### config.mk
export PLATFORM = sky130hd
export DESIGN_NAME = instr_loader
export DESIGN_NICKNAME = d
export VERILOG_FILES = /design/src/rtl/mips_dbg_pkg.sv /design/src/rtl/word_assembler.sv /design/src/rtl/instr_loader.sv
export SDC_FILE = /design/constraint.sdc
export NUM_CORES = 1
export LEC_CHECK = 0
export CAP_MARGIN = 15
export CORE_ASPECT_RATIO = 1.1
export CORE_MARGIN = 2
export CORE_UTILIZATION = 48
export CTS_BUF_LIST = sky130_fd_sc_hd__clkbuf_8
export DETAILED_ROUTE_END_ITERATION = 10
export MAX_ROUTING_LAYER = met4
export PLACE_DENSITY_LB_ADDON = 0.12
export SYNTH_ARGS = -nofsm -noshare
export SYNTH_HDL_FRONTEND = slang
export SYNTH_HIERARCHICAL = 1
export SYNTH_SLANG_ARGS = --single-unit
### constraint.sdc
create_clock -name clk -period 2.1 [get_ports clk]
set_input_delay 0.42 -clock clk [delete_from_list [all_inputs] [get_ports clk]]
set_output_delay 0.42 -clock clk [all_outputs]
set_load 0.02 [all_outputs]
### src/rtl/mips_dbg_pkg.sv
// rtl/mips_dbg_pkg.sv - shared encodings for the MIPS debug loader path
package mips_dbg_pkg;

  localparam int NB_BYTE = 8;

  localparam logic [NB_BYTE-1:0] CMD_LOAD = 8'h4C;
  localparam logic [NB_BYTE-1:0] CMD_RUN  = 8'h52;
  localparam logic [NB_BYTE-1:0] CMD_STEP = 8'h53;

  localparam logic [31:0] HALT_WORD = 32'hFFFF_FFFF;

  typedef enum logic [2:0] {
    ST_IDLE  = 3'd0,
    ST_LOAD  = 3'd1,
    ST_WRITE = 3'd2,
    ST_RUN   = 3'd3,
    ST_STEP  = 3'd4
  } state_t;

endpackage

### src/rtl/word_assembler.sv
// rtl/word_assembler.sv - big-endian byte-to-word assembler (4 bytes per word)
module word_assembler
  import mips_dbg_pkg::*;
#(
  parameter int NB_WORD = 4 * NB_BYTE
) (
  input  logic               clk,
  input  logic               i_rst,
  input  logic               i_clr,
  input  logic               i_en,
  input  logic [NB_BYTE-1:0] i_byte,
  output logic [NB_WORD-1:0] o_word,
  output logic               o_word_valid
);

  logic [NB_WORD-NB_BYTE-1:0] r_shift;
  logic [1:0]                 r_idx;

  // The fourth byte is forwarded combinationally so the word is ready on the same edge.
  assign o_word       = {r_shift, i_byte};
  assign o_word_valid = i_en && (r_idx == 2'd3);

  always_ff @(posedge clk) begin
    if (i_rst || i_clr) begin
      r_shift <= '0;
      r_idx   <= 2'd0;
    end else if (i_en) begin
      r_shift <= {r_shift[NB_WORD-2*NB_BYTE-1:0], i_byte};
      r_idx   <= r_idx + 2'd1;
    end
  end

endmodule

### src/rtl/instr_loader.sv
// rtl/instr_loader.sv - UART-driven instruction loader and pipeline halt control
// Optional inter-byte timeout in LOAD is enabled by defining LOADER_TIMEOUT_EN.
module instr_loader
  import mips_dbg_pkg::*;
#(
  parameter int NB_DATA  = 32,
  parameter int NB_COUNT = 8
`ifdef LOADER_TIMEOUT_EN
  ,
  parameter int TIMEOUT_CYCLES = 1000000
`endif
) (
  input  logic                clk,
  input  logic                i_rst,
  input  logic [NB_BYTE-1:0]  i_rx_data,
  input  logic                i_rx_valid,
  input  logic                i_pipe_halted,
  output logic                o_we_IF,
  output logic [NB_DATA-1:0]  o_instruction_data,
  output logic                o_halt,
  output logic                o_pipe_rst,
  output logic [NB_COUNT-1:0] o_instr_count,
  output logic                o_load_done,
  output logic                o_error,
  output logic [2:0]          o_state
);

  state_t              r_state;
  state_t              w_next;
  logic                r_we;
  logic [NB_DATA-1:0]  r_data;
  logic                r_halt;
  logic                r_pipe_rst;
  logic [NB_COUNT-1:0] r_count;
  logic                r_load_done;
  logic                r_error;

  logic                w_asm_en;
  logic                w_asm_clr;
  logic [NB_DATA-1:0]  w_word;
  logic                w_word_valid;
  logic                w_load_start;
  logic                w_word_wr;
  logic                w_halt_seen;
  logic                w_overflow;
  logic                w_timeout;

  word_assembler #(.NB_WORD(NB_DATA)) u_asm (
    .clk          (clk),
    .i_rst        (i_rst),
    .i_clr        (w_asm_clr),
    .i_en         (w_asm_en),
    .i_byte       (i_rx_data),
    .o_word       (w_word),
    .o_word_valid (w_word_valid)
  );

`ifdef LOADER_TIMEOUT_EN
  localparam logic [31:0] TO_LAST = 32'(TIMEOUT_CYCLES - 1);
  logic [31:0] r_to_cnt;

  always_ff @(posedge clk) begin
    if (i_rst || (r_state != ST_LOAD) || i_rx_valid) r_to_cnt <= '0;
    else                                             r_to_cnt <= r_to_cnt + 32'd1;
  end
`endif

  always_comb begin
    w_next       = r_state;
    w_asm_en     = 1'b0;
    w_asm_clr    = 1'b0;
    w_load_start = 1'b0;
    w_word_wr    = 1'b0;
    w_halt_seen  = 1'b0;
    w_overflow   = 1'b0;
    w_timeout    = 1'b0;
    case (r_state)
      ST_IDLE: begin
        if (i_rx_valid) begin
          if (i_rx_data == CMD_LOAD) begin
            w_next       = ST_LOAD;
            w_asm_clr    = 1'b1;
            w_load_start = 1'b1;
          end else if (i_rx_data == CMD_RUN && r_load_done) begin
            w_next = ST_RUN;
          end else if (i_rx_data == CMD_STEP && r_load_done) begin
            w_next = ST_STEP;
          end
        end
      end
      ST_LOAD: begin
        w_asm_en = i_rx_valid;
        if (w_word_valid) begin
          w_next    = ST_WRITE;
          w_word_wr = 1'b1;
        end
`ifdef LOADER_TIMEOUT_EN
        else if (!i_rx_valid && r_to_cnt == TO_LAST) begin
          w_next    = ST_IDLE;
          w_asm_clr = 1'b1;
          w_timeout = 1'b1;
        end
`endif
      end
      ST_WRITE: begin
        // A byte landing here already belongs to the next word.
        w_asm_en = i_rx_valid;
        if (r_data == HALT_WORD) begin
          w_next      = ST_IDLE;
          w_halt_seen = 1'b1;
        end else if (r_count == '0) begin
          w_next     = ST_IDLE;
          w_overflow = 1'b1;
        end else begin
          w_next = ST_LOAD;
        end
      end
      ST_RUN: begin
        if (i_pipe_halted) w_next = ST_IDLE;
      end
      ST_STEP: begin
        w_next = ST_IDLE;
      end
      default: begin
        w_next = ST_IDLE;
      end
    endcase
  end

  always_ff @(posedge clk) begin
    if (i_rst) begin
      r_state     <= ST_IDLE;
      r_we        <= 1'b0;
      r_data      <= '0;
      r_halt      <= 1'b1;
      r_pipe_rst  <= 1'b0;
      r_count     <= '0;
      r_load_done <= 1'b0;
      r_error     <= 1'b0;
    end else begin
      r_state    <= w_next;
      r_we       <= w_word_wr;
      r_pipe_rst <= w_load_start;
      // Halt sense is taken on the entry edge so a step into a halted pipe stays frozen.
      r_halt     <= !((w_next == ST_RUN) || (w_next == ST_STEP && !i_pipe_halted));
      if (w_word_wr) begin
        r_data  <= w_word;
        r_count <= r_count + 1'b1;
      end
      if (w_load_start) begin
        r_count     <= '0;
        r_load_done <= 1'b0;
        r_error     <= 1'b0;
      end
      if (w_halt_seen) r_load_done <= 1'b1;
      if (w_overflow || w_timeout) begin
        r_error     <= 1'b1;
        r_load_done <= 1'b0;
      end
    end
  end

  assign o_we_IF            = r_we;
  assign o_instruction_data = r_data;
  assign o_halt             = r_halt;
  assign o_pipe_rst         = r_pipe_rst;
  assign o_instr_count      = r_count;
  assign o_load_done        = r_load_done;
  assign o_error            = r_error;
  assign o_state            = r_state;

endmodule

==> impl_metrics.ini <==
[final_layout]
antenna_cells = 0
n_fill_cell = 551
syn2layout_area_growth_pct = 28.9
layout-drive-gt1-share_pct = 10.5
fin_nets = 411
fin_util_pct = 62.8

[clock_tree]
clk-insertion-delay-late_ns = 0.36
clock_path_buffers = 2
cts_root_buf = clkbuf_8
clk_pin_slew_ns = 0.08
cts_resized = 0
numCtsBuffers = 9
h-tree-depth = 3
cts_hold_buf = 0
post-cts-setup-buffers = 0
cts_tree = yes
clkSinkCount = 74

[placed_design]
dp_slack_ns = -0.254
io_buffers = 59
hpwl_um = 4580
gp_congestion = 0.887

[synthesis]
synthCells = 333
synth-seq-cells = 74
syn_area_mm2 = 0.00296
ys_warn_count = 6
synth_top_area_share_pct = 50.0
synth_flop_cell = dfxtp_1
ys_types = 41
yosysTopAreaCell = dfxtp_1
synth-xor-area-share_pct = 2.66
syn-num-nets = 348
yosysSeqAreaShare_pct = 50.0
synth_compound_area_share_pct = 7.31
synth_area_leaders = dfxtp_1 50%, nand2_1 9.4%, mux2i_1 8.4%, a21oi_1 6.1%, nor2_1 4.8%
synth_top_family_by_area = simple AND/OR/NAND/NOR gates
synth_fa_ha_area_share_pct = 1.27
synth-edff-count = 0
synth-simple-area-share_pct = 23.5
synthArstFlopShare_pct = 0
syn_area_per_cell_um2 = 8.89
synth.area.mux_share_pct = 8.45

[global_routing]
grt_pass1_vias = 2232
antenna_found_initial = 0
overflow = 0
grt_pass1_wl_um = 10800
grt_start_max_net_pins = 35
grtUsageTotal_pct = 21.4

[worst_setup_path]
startpoint_type = input pin
slowest_delay_ns = 0.46
path_cells = clkdlybuf4s50_1, nor4_2, nand4b_1, or3b_4, buf_4, nand2b_1, nor2_1
worst_r2r_path_depth = 6
critPathTopFamily = simple AND/OR/NAND/NOR gates
cp_num_buf_inv = 2
crit_required_ns = 2.34
reg2reg_to = o_instr_count[2]
r2r_slack_ns = 0.22
path_class = in -> reg
r2r-start = o_state[1]
cp.arrival_ns = 2.22
cp-end-kind = flip-flop
slowest_stage = clkdlybuf4s50_1
cp_max_fo = 8

[die]
die_y_um = 86.4
dieWidth_um = 78.9
ios = 60
die-area_mm2 = 0.00681
start_util_pct = 48.7
core_area_mm2 = 0.00608
rows = 30

[power]
power_frac_seq_pct = 56.3
combPwrFrac_pct = 3.4
swShare_pct = 23.7
ir_worst_vdd_uv = 413
p_switching_mw = 0.590
p_int_mw = 1.90
power_frac_clock_pct = 40.4
p_per_area_mw_per_mm2 = 653
p_leak_nw = 1.30

[worst_hold_path]
min_from = u_asm/r_shift[21]
min_path_type = reg -> reg
worstHoldEndpoint = o_instruction_data[29]
worstHoldPathCells = 2

[sta]
worst_clock_skew_ns = 0.0102
tightest_slew_ns = 0.469
setup_violations = 0
fin_crit_sh_pct = 94.3
hold_violations = 0
clock.fmax_mhz = 505
drv_slew = 0
finalCriticalPeriod_ns = 1.98
hold_ws_ns = 0.454
fin_ws_ns = 0.121
rsz0062_at_grt = false
max_slew_margin_pct = 68.4

[route]
drt-total-wl_um = 6700
drtPass1Iterations = 4
vias = 2470
detail-route-antenna-nets = 0
post_drt_wl_per_cell_um = 13.9
avgViaCountPerCell = 5.14
drtIter0Drc = 111
drc_errors = 0

[outcome]
outcome = finished clean

[job]
cap_viol_max_count = 0
[routing by layer]
metal / part of all wire (%) / vias to the layer above / GRT usage [%]
met4: 2.3 / 0 / 12.1
met3: 4.7 / 14 / 4.06
li1: - / 1233 / -
met5: 0 / - / -
met2: 44 / 70 / 30.8
met1: 49 / 1153 / 28.4
[metrics by stage]
step / cell area, µm² / std cells / TNS, ns / power (mW)
3_5_place_dp: 3640 / 465 / -10.09 / 1.52
6_report: 3820 / 481 / 0 / 2.49
3_3_place_gp: 3640 / 465 / -8.41 / 1.52
2_1_floorplan: 2970 / 333 / 0 / 1.48
5_1_grt: 3820 / 481 / 0 / 2.57
4_1_cts: 3820 / 481 / 0 / 2.51
[cell usage in the layout (no fill, tap or decap), drive strengths merged, types with 2 or more instances in the layout]
cell           instances
clkbuf                10
nand2                 74
clkinvlp               3
inv                    4
clkinv                 2
dfxtp                 74
nor3                   3
a21oi                 36
ha                     3
nand3                  3
nor2                  39
nor4                   4
o22ai                  2
xor2                   6
buf                   19
clkdlybuf4s50         59
and2                   3
nand4                 11
xnor2                  3
mux2i                 25
[cell families after synthesis]
family / count (synthesis)
adder cells (fa/ha/maj): 3
AO/OA/AOI/OAI: 41
flip-flops: 74
XOR/XNOR: 9
AND/OR/NAND/NOR: 152
multiplexers: 25
buffers and inverters: 29
[sequential cells by signal, indices dropped and copies added (netlist names)]
register,cells
o_halt,1
o_error,1
o_pipe_rst,1
u_asm/r_shift,24
o_we_IF,1
o_instruction_data,32
o_instr_count,8
o_state,3
u_asm/r_idx,2
o_load_done,1
[cell type report]
cell class / count / area, µm² / share of cell area, %
flip-flops and latches: 74 / 1480 / 38.9
multi-input cells: 230 / 1280 / 33.7
repair buffers: 78 / 758 / 19.9
clock buffers: 10 / 138 / 3.61
well taps: 80 / 100 / 2.62
clock inverters: 6 / 41.3 / 1.08
inverters: 3 / 11.3 / 0.295
[cell usage after synthesis (4+ instances only)]
| master | count |
|---|---|
| buf_6 | 5 |
| nor2_1 | 38 |
| dfxtp_1 | 74 |
| a21oi_1 | 36 |
| clkbuf_1 | 6 |
| buf_1 | 4 |
| mux2i_1 | 25 |
| xor2_1 | 6 |
| nand2_1 | 74 |
| buf_4 | 8 |
| nand4_1 | 11 |
[power by group through the flow]
stage | combinational (mW) | sequential [mW] | clock (mW)
after floorplan | 0.0457 | 1.44 | 0
after global placement | 0.0833 | 1.44 | 0
after detailed placement | 0.0835 | 1.44 | 0
after CTS | 0.0842 | 1.40 | 1.02
after global routing | 0.0905 | 1.40 | 1.08
final | 0.0840 | 1.40 | 1.01
[worst max path at each step]
stage	start	to	slack (ns)	cells past startpoint
floorplan	o_state[1]	o_instr_count[5]	0.06	10
global placement	i_rx_data[5]	o_instr_count[4]	-0.22	7
detailed placement	i_rx_data[5]	o_instr_count[4]	-0.25	7
CTS	i_rx_data[5]	o_instr_count[5]	0.13	7
global route	i_rx_data[5]	o_instr_count[4]	0.0006	7
finish	i_rx_data[5]	o_instr_count[2]	0.12	7
[tightest hold or removal path, cell delays in order (launching register included)]
cell     delay, ns
dfxtp_1       0.32
nand2_1       0.05
a21oi_1       0.05
No activity file was read; power rests on OpenSTA's default activity.
